--- config.mk ---
export PLATFORM = sky130hd
export DESIGN_NAME = check_pack
export DESIGN_NICKNAME = d
export VERILOG_FILES = /design/src/rtl/check_pkg.sv /design/src/rtl/check_pack_sat_counter.sv /design/src/rtl/check_pack.sv
export SDC_FILE = /design/constraint.sdc
export NUM_CORES = 1
export LEC_CHECK = 0
export CAP_MARGIN = 15
export CORE_ASPECT_RATIO = 0.8
export CORE_UTILIZATION = 50
export CTS_CLUSTER_SIZE = 16
export DETAILED_ROUTE_END_ITERATION = 7
export MAX_ROUTING_LAYER = met4
export PLACE_DENSITY = 0.86
export SLEW_MARGIN = 20
export SYNTH_ARGS = -nofsm -noshare
export SYNTH_HDL_FRONTEND = slang
export SYNTH_SLANG_ARGS = --single-unit
--- constraint.sdc ---
create_clock -name clock -period 5 [get_ports clock]
set_input_delay 0.75 -clock clock [delete_from_list [all_inputs] [get_ports clock]]
set_output_delay 0.75 -clock clock [all_outputs]
set_load 0.005 [all_outputs]
--- src/rtl/check_pkg.sv ---
// Shared constants, state encoding and sizing helper for the check_pack result checker.
package check_pkg;

  localparam int unsigned SC_CMD_IDLE    = 0;
  localparam int unsigned SC_CMD_BITMASK = 1;
  localparam int unsigned SC_CMD_CLR_CNT = 2;
  localparam int unsigned SC_CMD_MODE    = 3;

  localparam int unsigned META_RUN_BIT  = 7;
  localparam int unsigned META_MODE_BIT = 1;
  localparam int unsigned META_FAIL_BIT = 0;

  typedef enum logic [1:0] {
    IDLE = 2'd0,
    RD   = 2'd1,
    CMP  = 2'd2,
    WB   = 2'd3
  } state_t;

  // Number of memory words needed to hold one packed record.
  function automatic int unsigned ceil_div(input int unsigned num, input int unsigned den);
    return (num + den - 1) / den;
  endfunction

endpackage

--- src/rtl/check_pack_sat_counter.sv ---
// Saturating up-counter; a clear beats a same-cycle increment.
module sat_counter #(
  parameter int CNT_WIDTH = 16
) (
  input  logic                 clock,
  input  logic                 reset,
  input  logic                 inc,
  input  logic                 clr,
  output logic [CNT_WIDTH-1:0] count
);

  // Count register: clear first, then increment unless already at all ones.
  always_ff @(posedge clock) begin
    if (reset) begin
      count <= '0;
    end else if (clr) begin
      count <= '0;
    end else if (inc && (count != '1)) begin
      count <= count + CNT_WIDTH'(1);
    end else begin
      count <= count;
    end
  end

endmodule

--- src/rtl/check_pack.sv ---
// Pops a result and an {expected, address} record, compares them under a mask and
// writes the masked result plus a meta byte to memory over an Avalon-MM master.
module check_pack
  import check_pkg::*;
#(
  parameter int ADDR_WIDTH = 20,
  parameter int DATA_WIDTH = 16,
  parameter int BE_WIDTH   = DATA_WIDTH / 8,
  parameter int RTF_WIDTH  = 24,
  parameter int CHF_WIDTH  = RTF_WIDTH + ADDR_WIDTH,
  parameter int META_WIDTH = 8,
  parameter int SCC_WIDTH  = 5,
  parameter int SCD_WIDTH  = 24,
  parameter int CNT_WIDTH  = 16
) (
  input  logic                  clock,
  input  logic                  reset,
  output logic [ADDR_WIDTH-1:0] mem_address,
  output logic [BE_WIDTH-1:0]   mem_byteenable,
  output logic                  mem_write,
  output logic [DATA_WIDTH-1:0] mem_writedata,
  input  logic                  mem_waitrequest,
  input  logic [RTF_WIDTH-1:0]  rfifo_data,
  output logic                  rfifo_rdreq,
  input  logic                  rfifo_rdempty,
  input  logic [CHF_WIDTH-1:0]  cfifo_data,
  output logic                  cfifo_rdreq,
  input  logic                  cfifo_rdempty,
  input  logic [SCC_WIDTH-1:0]  sc_cmd,
  input  logic [SCD_WIDTH-1:0]  sc_data,
  output logic                  sc_ready,
  output logic [CNT_WIDTH-1:0]  vec_count,
  output logic [CNT_WIDTH-1:0]  fail_count
);

  localparam int RES_WORDS = int'(ceil_div(RTF_WIDTH + META_WIDTH, DATA_WIDTH));
  localparam int REC_WIDTH = RES_WORDS * DATA_WIDTH;
  localparam int IDX_WIDTH = (RES_WORDS > 1) ? $clog2(RES_WORDS) : 1;
  localparam logic [IDX_WIDTH-1:0] LAST_IDX = IDX_WIDTH'(RES_WORDS - 1);

  state_t                state_r;
  logic [RTF_WIDTH-1:0]  mask_r;
  logic                  fail_only_r;
  logic [REC_WIDTH-1:0]  rec_r;
  logic [IDX_WIDTH-1:0]  word_idx_r;

  logic [RTF_WIDTH-1:0]  res_s;
  logic [RTF_WIDTH-1:0]  exp_s;
  logic [ADDR_WIDTH-1:0] addr_s;
  logic                  fail_s;
  logic [META_WIDTH-1:0] meta_s;
  logic [REC_WIDTH-1:0]  rec_s;
  logic [REC_WIDTH-1:0]  rec_next_s;
  logic                  cmp_s;
  logic                  clr_s;

  // Masked compare and record packing; the pad bits fall out of the shift as zeros.
  always_comb begin
    res_s  = rfifo_data & mask_r;
    exp_s  = cfifo_data[CHF_WIDTH-1 -: RTF_WIDTH] & mask_r;
    addr_s = cfifo_data[ADDR_WIDTH-1:0];
    fail_s = (res_s != exp_s);
    meta_s = '0;
    meta_s[META_RUN_BIT]  = 1'b1;
    meta_s[META_MODE_BIT] = fail_only_r;
    meta_s[META_FAIL_BIT] = fail_s;
    rec_s = REC_WIDTH'(res_s) << (REC_WIDTH - RTF_WIDTH);
    rec_s[META_WIDTH-1:0] = meta_s;
    rec_next_s = rec_r << DATA_WIDTH;
    cmp_s = (state_r == CMP);
    clr_s = (sc_cmd == SCC_WIDTH'(SC_CMD_CLR_CNT));
  end

  assign mem_byteenable = '1;
  assign sc_ready       = (state_r == IDLE) & rfifo_rdempty & cfifo_rdempty;

  // Record FSM with registered memory and FIFO handshake outputs.
  always_ff @(posedge clock) begin
    if (reset) begin
      state_r       <= IDLE;
      mem_write     <= 1'b0;
      rfifo_rdreq   <= 1'b0;
      cfifo_rdreq   <= 1'b0;
      mem_address   <= '0;
      mem_writedata <= '0;
      rec_r         <= '0;
      word_idx_r    <= '0;
    end else begin
      case (state_r)
        IDLE: begin
          if (!rfifo_rdempty && !cfifo_rdempty) begin
            state_r     <= RD;
            rfifo_rdreq <= 1'b1;
            cfifo_rdreq <= 1'b1;
          end
        end
        RD: begin
          rfifo_rdreq <= 1'b0;
          cfifo_rdreq <= 1'b0;
          state_r     <= CMP;
        end
        CMP: begin
          rec_r      <= rec_s;
          word_idx_r <= '0;
          if (fail_only_r && !fail_s) begin
            state_r <= IDLE;
          end else begin
            state_r       <= WB;
            mem_write     <= 1'b1;
            mem_address   <= addr_s;
            mem_writedata <= rec_s[REC_WIDTH-1 -: DATA_WIDTH];
          end
        end
        WB: begin
          // Word k always sits in the top slot of rec_r, so it stays put under stall.
          if (!mem_waitrequest) begin
            if (word_idx_r == LAST_IDX) begin
              state_r   <= IDLE;
              mem_write <= 1'b0;
            end else begin
              word_idx_r    <= word_idx_r + IDX_WIDTH'(1);
              mem_address   <= mem_address + ADDR_WIDTH'(1);
              mem_writedata <= rec_next_s[REC_WIDTH-1 -: DATA_WIDTH];
              rec_r         <= rec_next_s;
            end
          end
        end
        default: begin
          state_r     <= IDLE;
          mem_write   <= 1'b0;
          rfifo_rdreq <= 1'b0;
          cfifo_rdreq <= 1'b0;
        end
      endcase
    end
  end

  // STIM command decode for the compare mask and fail-only mode.
  always_ff @(posedge clock) begin
    if (reset) begin
      mask_r      <= '1;
      fail_only_r <= 1'b0;
    end else begin
      case (sc_cmd)
        SCC_WIDTH'(SC_CMD_BITMASK): mask_r      <= sc_data[RTF_WIDTH-1:0];
        SCC_WIDTH'(SC_CMD_MODE):    fail_only_r <= sc_data[0];
        default: begin
          mask_r      <= mask_r;
          fail_only_r <= fail_only_r;
        end
      endcase
    end
  end

  sat_counter #(.CNT_WIDTH(CNT_WIDTH)) u_vec_cnt (
    .clock (clock),
    .reset (reset),
    .inc   (cmp_s),
    .clr   (clr_s),
    .count (vec_count)
  );

  sat_counter #(.CNT_WIDTH(CNT_WIDTH)) u_fail_cnt (
    .clock (clock),
    .reset (reset),
    .inc   (cmp_s & fail_s),
    .clr   (clr_s),
    .count (fail_count)
  );

endmodule

== After elaboration in Yosys (flattened, before gate mapping) ==
Index checks and enable logic that the tools add are counted.
Word-level totals
  register bits after elaboration: 114
  input bits: 102
Operators by class
  $add $sub $neg: 4
  equality and inequality tests: 14
  muxes and demuxes: 25
  bitwise operators: 5
  reduce and logical (&&, ||, !) cells: 17
Operators by type and width (number)
  16-bit 2-to-1 mux: 5
  16-bit one-hot mux with 2 select lines: 2
  20-bit 2-to-1 mux: 3
  24-bit AND: 2
  20-bit one-hot mux with 2 select lines: 1
  16-bit by 1-bit adder with 16-bit output, second input constant: 2
  16-bit != test, second input constant: 2
  24-bit != test: 1
  20-bit by 1-bit adder with 20-bit output, second input constant: 1
  5-bit by 2-bit == test with 1-bit output, second input constant: 2
  2-bit 2-to-1 mux: 4
  2-bit != test, second input constant: 4
  2-bit one-hot mux with 4 select lines: 1
  4-bit AND reduction: 2
  1-bit 2-to-1 mux: 6
  1-bit one-hot mux with 2 select lines: 3
  3-bit AND reduction: 2
  5-bit by 1-bit == test with 1-bit output, second input constant: 1
  2-bit == test, second input constant: 2
  1-bit logical AND: 4
  2-bit AND reduction: 2
  2-bit nonzero test: 2
  1-bit AND: 3
  1-bit logical NOT: 3
  5 further kinds: 5

== Logic depth before layout (Yosys ltp) ==
  depth after elaboration: 6
  depth in mapped cells: 8
  mapped depth without buffers: 7

== By module ==
From an unflattened synthesis, not the netlist that was laid out.
Unflattened totals
  cell total of the unflattened synthesis: 686
  area total of the unflattened synthesis: 5791.8 um2
Modules (own cells, without submodules)
  check_pack: times used 1, cells each 482, area each 3957.5 um2, seq. area each 1541.5 um2
  sat_counter: times used 2, cells each 102, area each 917.1 um2, seq. area each 320.3 um2

== Worst setup path after synthesis ==
OpenSTA, ideal clock, no wires.
  path type: input to register
  start point: input rfifo_data[18]
  end point: register mem_address[13]
  library setup time: 134 ps
  data arrival time: 2253 ps
  slack: 2613 ps
  stages on the path: 7
  path buffers: 1
  cells stage by stage: xor2_1 > a22oi_1 > nand4_1 > or4_4 > buf_4 > a31oi_1 > a211oi_1
Between the ends
  cells in the longest elaborated chain, start to end: 6
RTL lines
  start: declaration: line check_pack.sv:23  | input logic [RTF_WIDTH-1:0] rfifo_data,
  24-bit AND: line check_pack.sv:59  | res_s = rfifo_data & mask_r;
  24-bit != test: line check_pack.sv:62  | fail_s = (res_s != exp_s);
  1-bit logical NOT: line check_pack.sv:105  | if (fail_only_r && !fail_s) begin
  1-bit logical AND: line check_pack.sv:105
  2-bit != test (no source line)
  4-bit AND reduction (no source line)
  end signal: assignment: line check_pack.sv:110  | mem_address <= addr_s;
  end signal: assignment: line check_pack.sv:122  | mem_address <= mem_address + ADDR_WIDTH'(1);
  end: declaration: line check_pack.sv:18  | output logic [ADDR_WIDTH-1:0] mem_address,
Every way passes these cells.
A chain may end at the register's enable or synchronous reset.

== Final worst setup path ==
  start point: input rfifo_data[12]
  end point: register u_fail_cnt.count[6]
Between the ends
  cells in the longest elaborated chain, start to end: 4
RTL lines
  24-bit AND: line check_pack.sv:59
  24-bit != test: line check_pack.sv:62
  1-bit AND: line check_pack.sv:166  | .inc (cmp_s & fail_s),
  1-bit logical AND: line check_pack_sat_counter.sv:18  | end else if (inc && (count != '1)) begin
  end signal: assignment: line check_pack_sat_counter.sv:19  | count <= count + CNT_WIDTH'(1);
  end signal: assignment: line check_pack_sat_counter.sv:21  | count <= count;
  end: declaration: line check_pack_sat_counter.sv:9  | output logic [CNT_WIDTH-1:0] count
Every way passes these cells.

==> metrics.yaml <==
status: "complete, no violations"
pwr-share-comb_pct: 18.5
tightest_slew_ns: 1.03
synth.avg_cell_area_sq_um: 8.47
use_met2_pct: 49.1
setup_tns_ns: 0
ios: 176
final_cell_mix: "clkdlybuf4s50_1 (172), dfxtp_1 (109), a21oi_1 (60), nand2_1 (55), nor2_1 (40)"
crit_path_start_kind: "input port"
clkPwrFrac_pct: 34.2
synthCells: 647
yosysUniqueCellTypes: 57
place_area_sq_um: 7200
final_common_cell: "clkdlybuf4s50_1"
power_leakage_nw: 2.62
core-area_sq_um: 10400
grt_max_degree: 67
clk_pin_slew_ns: 0.07
vias_per_cell: 6.08
clock_path_buffers: 2
cts_tree: "yes"
fin_nets: 892
hold_class: "register to register"
powerDensity_nw_per_um2: 270
cts_made_buffers: 9
critPathMaxFanout: 19
routedWlPerCell_um: 18.0
grt_util_met1_pct: 37.6
fin_ws_ns: 1.84
first_iter_violations: 454
arrival_ns: 3.35
die_area_sq_um: 11400
vias: 5662
p_sw_w: 0.000546
place_ws_ns: 1.55
period_needed_ns: 3.16
drive_above_1_share_pct: 4.55
grt_pass1_vias: 5331
fin_crit_sh_pct: 63.2
met3_usage_pct: 7.00
ys_seq_area_share_pct: 39.8
postCtsHoldBufs: 0
fin_worst_hold_slack_ns: 0.461
htreeDepth: 3
gp_congestion: 0.918
slew_viol_final: 0
hold-path-cell-count: 2
busiest_layer: "met2"
antenna_cells: 0
cts_root_buffer: "clkbuf_16"
internal_power_w: 0.00148
setup_violations: 0
post_cts_buffers: 0
async_reset_ff_share_pct: 0
grt_pass1_wl_um: 26600
drc: 0
drt-total-wl_um: 16800
yosys_warnings: 0
crit_required_ns: 5.19
vdd_ir_drop_max_mv: 0.209
grt-ovfl-total: 0
rows: 33
fin_skew_ns: 0.0134
fmax_ghz: 0.316
grt_usage_pct: 30.5
drtPass1Iterations: 7
netlist_area_sq_um: 5480
dp.final_hpwl_um: 11700
design_area_sq_um: 7500
max_cap_viol_count: 0
crit_type: "input port to register"
maxSlewHeadroom_pct: 30.8
synth_ff_type: "dfxtp_1"
clk-insertion-delay-late_ns: 0.35
ant_nets: 0
fp.dieW_um: 119
hold_viol_final: 0
synth_edf_count: 0
antenna_found_initial: 0
end_kind: "register"
clock-sinks: 109
syn_to_final_growth_pct: 36.8
cts_resized: 0
fp.dieH_um: 95.7
ys_seq_elements: 109
swShare_pct: 27.0
pwr-share-seq_pct: 47.4
start_util_pct: 52.5
numPortBuffers: 173
reg2reg_depth: 3
rsz0062_at_grt: "false"
-- state kept, by name, summed over array words and instances (netlist names) --
register,flops
mask_r,24
mem_address,20
mem_writedata,16
u_fail_cnt.count,16
u_vec_cnt.count,16
rec_r,11
state_r,2
cfifo_rdreq,1
fail_only_r,1
mem_write,1
word_idx_r,1
-- power by group through the flow --
stage          clock network (W)  registers [W]  logic [W]
2_1_floorplan                  0       0.000964   0.000178
3_3_place_gp                   0       0.000972   0.000360
3_5_place_dp                   0       0.000975   0.000368
4_1_cts                 0.000700       0.000956   0.000370
5_1_grt                 0.000739       0.000963   0.000403
6_report                0.000691       0.000958   0.000374
-- area by class of cell --
cell class | instances | area [sq um]
sequential | 109 | 2180
timing repair buffer | 178 | 1760
inverter | 7 | 26.3
fill | 807 | 2950
clock buffer | 11 | 253
multi-input combinational | 482 | 3060
tap | 140 | 175
clock inverter | 5 | 35.0
-- synth_stat cells (all sizes together), types with 8 or more instances --
cell | number | area share [%]
o31ai | 18 | 2.5
clkbuf | 29 | 2.0
a32oi | 9 | 1.4
xor2 | 36 | 5.8
nand2 | 57 | 3.9
mux2i | 28 | 5.1
nor4 | 8 | 1.2
or3 | 13 | 1.6
and3 | 28 | 3.2
a22oi | 16 | 2.2
a211oi | 16 | 2.2
a21oi | 60 | 5.5
buf | 21 | 2.4
nand4 | 17 | 1.9
nor2 | 42 | 2.9
nor3 | 9 | 0.91
o211ai | 12 | 1.6
dfxtp | 109 | 40
nand3 | 25 | 2.3
o21ai | 35 | 3.2
-- critical path: stages --
cell	delay [ns]
clkdlybuf4s50_1	0.46
xor2_1	0.18
a22oi_1	0.23
nand4_1	0.29
nor3_2	0.92
buf_4	0.33
or3_1	0.13
a21oi_1	0.06
-- layer usage --
layer / share of wire [%] / vias up
li1: - / 2675
met1: 43 / 2700
met2: 48 / 258
met3: 7.9 / 29
met4: 1.7 / 0
met5: 0 / -
-- final timing paths --
path / startpoint / endpoint / slack [ns]
setup / recovery: rfifo_data[12] / u_fail_cnt.count[6] / 1.84
hold / removal: rec_r[1] / rec_r[1] / 0.46
setup reg to reg: state_r[1] / mem_writedata[13] / 2.52
hold reg to reg: rec_r[1] / rec_r[1] / 0.46
-- through the flow --
stage | util (%) | cells | power [W]
floorplan | - | 648 | 0.00114
global placement | 68.9 | 916 | 0.00133
detailed placement | 68.9 | 916 | 0.00134
CTS | 71.7 | 932 | 0.00203
global route | 71.8 | 932 | 0.00211
finish | 71.8 | 932 | 0.00202
-- logic make-up after synthesis --
family / Yosys count / synth area share, %
adder cells (fa/ha/maj): 3 / 0.685
XOR/XNOR: 37 / 5.91
AO/OA/AOI/OAI: 188 / 22.1
buffers and inverters: 57 / 4.84
multiplexers: 28 / 5.11
other: 1 / 0.0684
AND/OR/NAND/NOR: 224 / 21.5
flip-flops: 109 / 39.8
(Power assumes the default switching activity.)
